### src/rtl/transmissor_angulo_distancia_if.sv
// Handshake and data bundle between the sonar control unit and the serial reporting stage.
// The master modport is the control side and the slave modport is the transmitter.
interface transmissor_angulo_distancia_if;
  logic        partida;
  logic [11:0] angulo;
  logic [11:0] distancia;
  logic        saida_serial;
  logic        ocupado;
  logic        pronto;
  logic [3:0]  db_estado;

  modport master (
    output partida, angulo, distancia,
    input  saida_serial, ocupado, pronto, db_estado
  );

  modport slave (
    input  partida, angulo, distancia,
    output saida_serial, ocupado, pronto, db_estado
  );
endinterface

### src/rtl/transmissor_angulo_distancia.sv
// UART reporter for the sonar: sends "aaa,ddd#" (7E2, LSB first) from captured BCD angle/distance.
// The last character exits straight to the final state so pronto starts on the edge where the last stop bit ends.
module transmissor_angulo_distancia #(
  parameter int BAUD_DIV = 434
) (
  input logic clock,
  input logic reset,
  transmissor_angulo_distancia_if.slave bus
);

  localparam int CNT_W = $clog2(BAUD_DIV);
  localparam logic [CNT_W-1:0] CNT_LAST = CNT_W'(BAUD_DIV - 1);

  typedef enum logic [3:0] {
    st_inicial    = 4'd0,
    st_preparacao = 4'd1,
    st_carrega    = 4'd2,
    st_transmite  = 4'd3,
    st_proximo    = 4'd4,
    st_final      = 4'd5
  } state_t;

  state_t           state;
  logic [2:0]       idx;
  logic [11:0]      ang_cap;
  logic [11:0]      dist_cap;
  logic [10:0]      shift;
  logic [CNT_W-1:0] baud_cnt;
  logic [3:0]       bit_cnt;
  logic             tx_line;
  logic             busy_q;
  logic             pronto_q;

  // Digits are mapped as 0x30 + nibble, so non-BCD nibbles land on ':'..'?'.
  function automatic logic [6:0] digit_char(input logic [3:0] nib);
    return {3'b011, nib};
  endfunction

  function automatic logic [6:0] char_at(input logic [2:0] i, input logic [11:0] a,
                                         input logic [11:0] d);
    logic [6:0] c;
    case (i)
      3'd0:    c = digit_char(a[11:8]);
      3'd1:    c = digit_char(a[7:4]);
      3'd2:    c = digit_char(a[3:0]);
      3'd3:    c = 7'h2C;
      3'd4:    c = digit_char(d[11:8]);
      3'd5:    c = digit_char(d[7:4]);
      3'd6:    c = digit_char(d[3:0]);
      default: c = 7'h23;
    endcase
    return c;
  endfunction

  // Bit 0 is sent first: start, d0..d6, even parity, two stop bits.
  function automatic logic [10:0] frame_word(input logic [6:0] c);
    return {2'b11, ^c, c, 1'b0};
  endfunction

  always_ff @(posedge clock or posedge reset) begin
    if (reset) begin
      state    <= st_inicial;
      idx      <= '0;
      ang_cap  <= '0;
      dist_cap <= '0;
      shift    <= '1;
      baud_cnt <= '0;
      bit_cnt  <= '0;
      tx_line  <= 1'b1;
      busy_q   <= 1'b0;
      pronto_q <= 1'b0;
    end else begin
      pronto_q <= 1'b0;
      case (state)
        st_inicial: begin
          tx_line <= 1'b1;
          if (bus.partida) begin
            state  <= st_preparacao;
            busy_q <= 1'b1;
          end
        end
        st_preparacao: begin
          ang_cap  <= bus.angulo;
          dist_cap <= bus.distancia;
          idx      <= '0;
          state    <= st_carrega;
        end
        st_carrega: begin
          shift    <= frame_word(char_at(idx, ang_cap, dist_cap));
          tx_line  <= 1'b0;
          baud_cnt <= '0;
          bit_cnt  <= '0;
          state    <= st_transmite;
        end
        st_transmite: begin
          if (baud_cnt == CNT_LAST) begin
            baud_cnt <= '0;
            if (bit_cnt == 4'd10) begin
              tx_line <= 1'b1;
              if (idx == 3'd7) begin
                state    <= st_final;
                pronto_q <= 1'b1;
                busy_q   <= 1'b0;
              end else begin
                state <= st_proximo;
              end
            end else begin
              bit_cnt <= bit_cnt + 4'd1;
              shift   <= {1'b1, shift[10:1]};
              tx_line <= shift[1];
            end
          end else begin
            baud_cnt <= baud_cnt + 1'b1;
          end
        end
        st_proximo: begin
          idx   <= idx + 3'd1;
          state <= st_carrega;
        end
        st_final: begin
          state <= st_inicial;
        end
        default: begin
          state   <= st_inicial;
          busy_q  <= 1'b0;
          tx_line <= 1'b1;
        end
      endcase
    end
  end

  assign bus.saida_serial = tx_line;
  assign bus.ocupado      = busy_q;
  assign bus.pronto       = pronto_q;
  assign bus.db_estado    = state;

endmodule
### src/flat_wrapper.sv
// flat-port wrapper written by rule: the top's interface ports become plain ports
module transmissor_angulo_distancia_flat 
#(
  parameter int BAUD_DIV = 434
)
  (clock, reset, bus_partida, bus_angulo, bus_distancia, bus_saida_serial, bus_ocupado, bus_pronto, bus_db_estado);
  transmissor_angulo_distancia_if bus_i ();
  input logic clock;
  input logic reset;
  input wire logic [$bits(bus_i.partida)-1:0] bus_partida;
  input wire logic [$bits(bus_i.angulo)-1:0] bus_angulo;
  input wire logic [$bits(bus_i.distancia)-1:0] bus_distancia;
  output wire logic [$bits(bus_i.saida_serial)-1:0] bus_saida_serial;
  output wire logic [$bits(bus_i.ocupado)-1:0] bus_ocupado;
  output wire logic [$bits(bus_i.pronto)-1:0] bus_pronto;
  output wire logic [$bits(bus_i.db_estado)-1:0] bus_db_estado;
  assign bus_i.partida = bus_partida;
  assign bus_i.angulo = bus_angulo;
  assign bus_i.distancia = bus_distancia;
  assign bus_saida_serial = bus_i.saida_serial;
  assign bus_ocupado = bus_i.ocupado;
  assign bus_pronto = bus_i.pronto;
  assign bus_db_estado = bus_i.db_estado;
  transmissor_angulo_distancia #(.BAUD_DIV(BAUD_DIV)) u_core (.clock(clock), .reset(reset), .bus(bus_i));
endmodule
### config.mk
export PLATFORM = sky130hd
export DESIGN_NAME = transmissor_angulo_distancia_flat
export DESIGN_NICKNAME = d
export VERILOG_FILES = /design/src/rtl/transmissor_angulo_distancia_if.sv /design/src/rtl/transmissor_angulo_distancia.sv /design/src/flat_wrapper.sv
export SDC_FILE = /design/constraint.sdc
export NUM_CORES = 1
export LEC_CHECK = 0
export BUFFER_PORTS_ARGS = -buffer_cell sky130_fd_sc_hd__buf_2
export CORE_MARGIN = 1.5
export CORE_UTILIZATION = 60
export CTS_BUF_LIST = sky130_fd_sc_hd__clkbuf_2
export CTS_CLUSTER_DIAMETER = 100
export DETAILED_ROUTE_END_ITERATION = 16
export PLACE_DENSITY = 0.82
export SYNTH_ARGS = -nofsm -noshare
export SYNTH_HDL_FRONTEND = slang
export SYNTH_SLANG_ARGS = --single-unit
export TNS_END_PERCENT = 100
### constraint.sdc
create_clock -name clock -period 3.25 [get_ports clock]
set_input_delay 0.8125 -clock clock [delete_from_list [all_inputs] [get_ports clock]]
set_output_delay 0.8125 -clock clock [all_outputs]
set_load 0.01 [all_outputs]
### Word level (Yosys, flattened, before mapping)

Index checks and enable logic that the tools add are counted.

* word-level logic and storage cells: 74
* flip-flop bits (word level): 58

* mux-type cells: 28
* add/subtract/negate cells: 3
* reductions and logical operators: 12
* bitwise logic cells: 2
* equality and inequality tests: 19

Operators with widths (number)
* one-hot mux 5 bit (7 select lines): 1
* two-way mux 11 bit: 2
* one-hot mux 11 bit (2 select lines): 1
* two-way mux 4 bit: 5
* one-hot mux 9 bit (2 select lines): 1
* one-hot mux 4 bit (4 select lines): 1
* == test 3 bit, second input constant: 4
* two-way mux 1 bit: 11
* adder 9 x 1 -> 9 bit, second input constant: 1
* == test 9 bit, second input constant: 1
* two-way mux 9 bit: 1
* == test 4 x 2 -> 1 bit, second input constant: 2
* == test 4 x 3 -> 1 bit, second input constant: 2
* one-hot mux 4 bit (2 select lines): 1
* two-way mux 7 bit: 1
* parity 7 bit: 1
* == test 3 x 2 -> 1 bit, second input constant: 2
* != test 2 x 1 -> 1 bit, second input constant: 3
* one-hot mux 1 bit (3 select lines): 2
* one-hot mux 3 bit (2 select lines): 1
* AND reduction 3 bit: 2
* AND reduction 5 bit: 1
* adder 4 x 1 -> 4 bit, second input constant: 1
* == test 4 x 1 -> 1 bit, second input constant: 1
* 12 further kinds: 15

### Depth between registers and ports, before layout

* depth in word-level cells: 5
* gate-level depth with buffers: 8

### Worst setup path after synthesis

Ideal clock, no wire load.

* path type: reg2reg
* start: register u_core.idx[0]
* end: register u_core.shift[8]
* cell stages (with the launch flop): 9
* data required time: 3157 ps
* path slack: 1186 ps
* arrival: 1971 ps
* library setup time: 93 ps
* path through: dfrtp_1 > inv_1 > ha_1 > buf_2 > a22oi_1 > a32o_1 > or4_4 > a311oi_1 > a311oi_2

* longest elaborated chain between the ends: 5

RTL lines
* from (decl): line transmissor_angulo_distancia.sv:24 `logic [2:0] idx;`
* from (signal assigned): line transmissor_angulo_distancia.sv:117 `idx <= idx + 3'd1;`
* == test 3 bit, or another cell as far along: line transmissor_angulo_distancia.sv:42 `case (i)`
* one-hot mux 5 bit (7 select lines) *: line transmissor_angulo_distancia.sv:42
* two-way mux 7 bit *: line transmissor_angulo_distancia.sv:74 `case (state)`
* parity 7 bit *: line transmissor_angulo_distancia.sv:57 `return {2'b11, ^c, c, 1'b0};`
* one-hot mux 11 bit (2 select lines) *: line transmissor_angulo_distancia.sv:74
* to (signal assigned): line transmissor_angulo_distancia.sv:89 `shift <= frame_word(char_at(idx, ang_cap, dist_cap));`
* to (signal assigned): line transmissor_angulo_distancia.sv:109 `shift <= {1'b1, shift[10:1]};`
* to (decl): line transmissor_angulo_distancia.sv:27 `logic [10:0] shift;`

Mark *: on every way between the ends. The rest lies on a longest branch, timed or not. The select of a mux whose other input is x is not followed.
A chain may end at the register's enable or synchronous reset.

### Final worst setup path

Ends and elaborated chain as after synthesis.

==> impl_metrics.csv <==
group,metric,value,unit
synthesis,syn_area,2788,µm²
route,viasPerCell,5.859,
setup_path,crit_type,"flop to flop",
timing,tightest_slew,999.4,ps
timing,skew,10.24,ps
final_layout,area_delta_synth_final,8.304,%
setup_path,start_kind,"flop",
cts,htree_levels,2,
cts,cts_hold_buf,0,
final_layout,layout_common_cells,"45 x dfrtp_1, 32 x buf_2, 24 x mux2_1, 24 x nand2_1, 17 x o21ai_1",
route,drt_iter0_drc,173,
synthesis,async_flop_share,100.0,%
setup_path,critical-path-top-delay-family,"simple AND/OR/NAND/NOR gates",
grt,grt_use_total,22.75,%
cts,cts_tree,"done",
grt,grt_pass1_wl,9.128,mm
synthesis,yosys_warnings,0,
power_and_ir_drop,p_int,0.0007827,W
status,status,"finished, final reports clean",
power_and_ir_drop,p_leak,1.384,nW
cts,cts_setup_buffers,0,
route,drt-total-wl,5.238,mm
power_and_ir_drop,switching_share,23.80,%
route,wl_per_cell,15.36,µm
hold_path,min_path_type,"flop to flop",
setup_path,worstPathCellList,"inv_1, ha_1, a22oi_1, a32o_1, or4_4, and2_4, a311oi_2",
power_and_ir_drop,sequentialPowerShare,68.9,%
timing,post-route-min-period,2331,ps
die,core,4414,µm²
power_and_ir_drop,clockPowerShare,24.6,%
final_layout,antenna_cells,0,
setup_path,path_buf_inv,1,
power_and_ir_drop,total_power,0.001027,W
setup_path,cp-startpoint,"u_core.idx[0]",
die,initial_core_util,63.15,%
power_and_ir_drop,switching_power,0.0002444,W
setup_path,worst_r2r_endpoint,"u_core.shift[8]",
cts,cts_root_buffer,"clkbuf_2",
setup_path,worstPathArrival,2700,ps
timing,clock.fmax,429.0,MHz
setup_path,crit_path_top_delay_cell,"or4_4",
setup_path,cp-end-kind,"flop",
cts,insertion_delay,430,ps
timing,whs,493.3,ps
synthesis,yosysUniqueCellTypes,50,
die,rows,24,
route,ant_nets,0,
grt,grt_max_degree,51,
power_and_ir_drop,p_per_area,340.2,nW/µm²
die,die_x,71.16,µm
final_layout,fin_util,68.40,%
synthesis,synth-edff-count,0,
cts,cts_resized,0,
cts,clkSinkCount,54,
grt,grt-ovfl-total,0,
final_layout,final_common_cell,"dfrtp_1",
placed_design,port_buffers,32,
power_and_ir_drop,irDropWorstVdd,248.0,µV
route,num_vias,1998,
synthesis,yosysSeqAreaShare,48.88,%
route,remaining_drc_errors,0,
run,drv_cap,0,
route,first_pass_iters,4,
timing,hold_viol,0,
final_layout,fin_nets,325,
synthesis,syn_nets,294,
synthesis,ys_ff_latch,54,
power_and_ir_drop,pwr-share-comb,6.5,%
placed_design,dp_hpwl,3.868,mm
die,dieArea,5064,µm²
setup_path,rrSetupSlack,920,ps
cts,cts.reportedPaths.clkPinSlew,250,ps
setup_path,cp_max_fo,9,
setup_path,r2r_cells,7,
timing,rsz0062_at_grt,"false",
cts,clk_path_buf_depth,2,
synthesis,syn_inst,257,
timing,tns,0,ps
grt,antenna_found_initial,0,
die,fp.dieH,71.16,µm
setup_path,crit_required,3620,ps
timing,timing.final.crit_share,71.72,%
grt,grt_pass1_vias,1933,
timing,setup_viol,0,
placed_design,gp_congestion,0.7983,
timing,relSlewSlack,33.28,%
synthesis,synthFlopType,"dfrtp_1",
setup_path,slowest_delay,520,ps
final_layout,drive_gt1_share,22.84,%
setup_path,critical_path_depth,7,
setup_path,r2r-start,"u_core.idx[0]",
cts,cts-buffers-inserted,5,
synthesis,syn-mean-instance-area,10.85,µm²
timing,slew_violations,0,
die,io_pins,34,
setup_path,endpoint,"u_core.shift[8]",
cell type report:
type | instances | area [µm²]
well taps | 52 | 65.06
flip-flops and latches | 54 | 1363
multi-input cells | 180 | 1321
clock buffers | 6 | 30.03
inverters | 11 | 41.29
fillers | 350 | 1395
repair buffers | 36 | 190.2
clock inverters | 2 | 8.758
worst min-delay path by stage:
stage	from	end	cells after the start
2_1_floorplan	u_core.shift[7]	u_core.shift[7]	2
3_3_place_gp	u_core.shift[7]	u_core.shift[7]	2
3_5_place_dp	u_core.shift[5]	u_core.shift[5]	2
4_1_cts	u_core.shift[5]	u_core.shift[5]	2
5_1_grt	u_core.shift[7]	u_core.shift[7]	2
6_report	u_core.shift[6]	u_core.shift[6]	2
power groups by stage:
stage | logic, W | registers (W) | clock network, W
after floorplan | 0.0000430 | 0.000713 | 0
after global placement | 0.0000650 | 0.000718 | 0
after detailed placement | 0.0000689 | 0.000718 | 0
after CTS | 0.0000689 | 0.000708 | 0.000258
after global routing | 0.0000765 | 0.000710 | 0.000279
final | 0.0000670 | 0.000707 | 0.000253
metal layers:
layer,up-vias,track usage [%],wire length [µm]
li1,983,-,-
met1,968,32.42,2435
met2,41,36.32,2558
met3,6,4.274,191
met4,0,5.451,53
met5,-,0,0
sequential cells by signal, summed over array words and instances, names as in the netlist:
name	cells
u_core.bus.ocupado	1
u_core.bus.saida_serial	1
u_core.idx	3
u_core.bit_cnt	4
u_core.bus.pronto	1
u_core.ang_cap	12
u_core.baud_cnt	9
u_core.bus.db_estado	3
u_core.dist_cap	12
u_core.shift	8
cell usage after synthesis (2+ instances only):
cell,count,area (µm²)
ha_1,10,125.1
dfstp_2,9,236.5
nand3_1,8,40.04
nor2_1,16,60.06
mux2_1,24,270.3
inv_1,10,37.54
buf_2,5,25.02
xor2_1,7,61.31
a21oi_1,9,45.04
clkbuf_1,5,18.77
dfrtp_1,45,1126
o21ai_2,3,26.28
a21o_1,3,22.52
and3_1,6,37.54
o22ai_1,3,18.77
mux2i_1,4,40.04
a22oi_1,4,30.03
a222oi_1,4,40.04
o21ai_1,17,85.08
a211oi_2,2,25.02
nand2_1,24,90.09
nor2b_1,3,18.77
o31ai_1,6,45.04
nand2b_1,4,25.02
worst reg2reg max path: cells and delay by family, from the launching register on:
kind / cells / cell delay, ps
fa+ha+maj: 1 / 340
simple gates: 2 / 680
buf+inv: 1 / 110
compound gates: 3 / 650
flops: 1 / 510
logic make-up (layout without fill, tap and decap cells):
logic type      count (synthesis)  after routing  synth area share (%)
compound gates                 61             61                 15.98
xor+xnor                        7              7                 2.199
fa+ha+maj                      11             11                 4.847
buf+inv                        23             55                 3.725
flops                          54             54                 48.88
mux                            28             28                 11.13
other cells                     1              1                0.1345
simple gates                   72             72                 13.11
metrics by stage:
step	std cells	cell area [µm²]	setup WS [ps]
finish	341	3019	919.1
global route	341	3019	751.3
CTS	341	3019	910.8
detailed placement	333	2980	950.9
global placement	333	2980	1076
floorplan	257	2788	1138
Power figures use the tool's default switching activity.
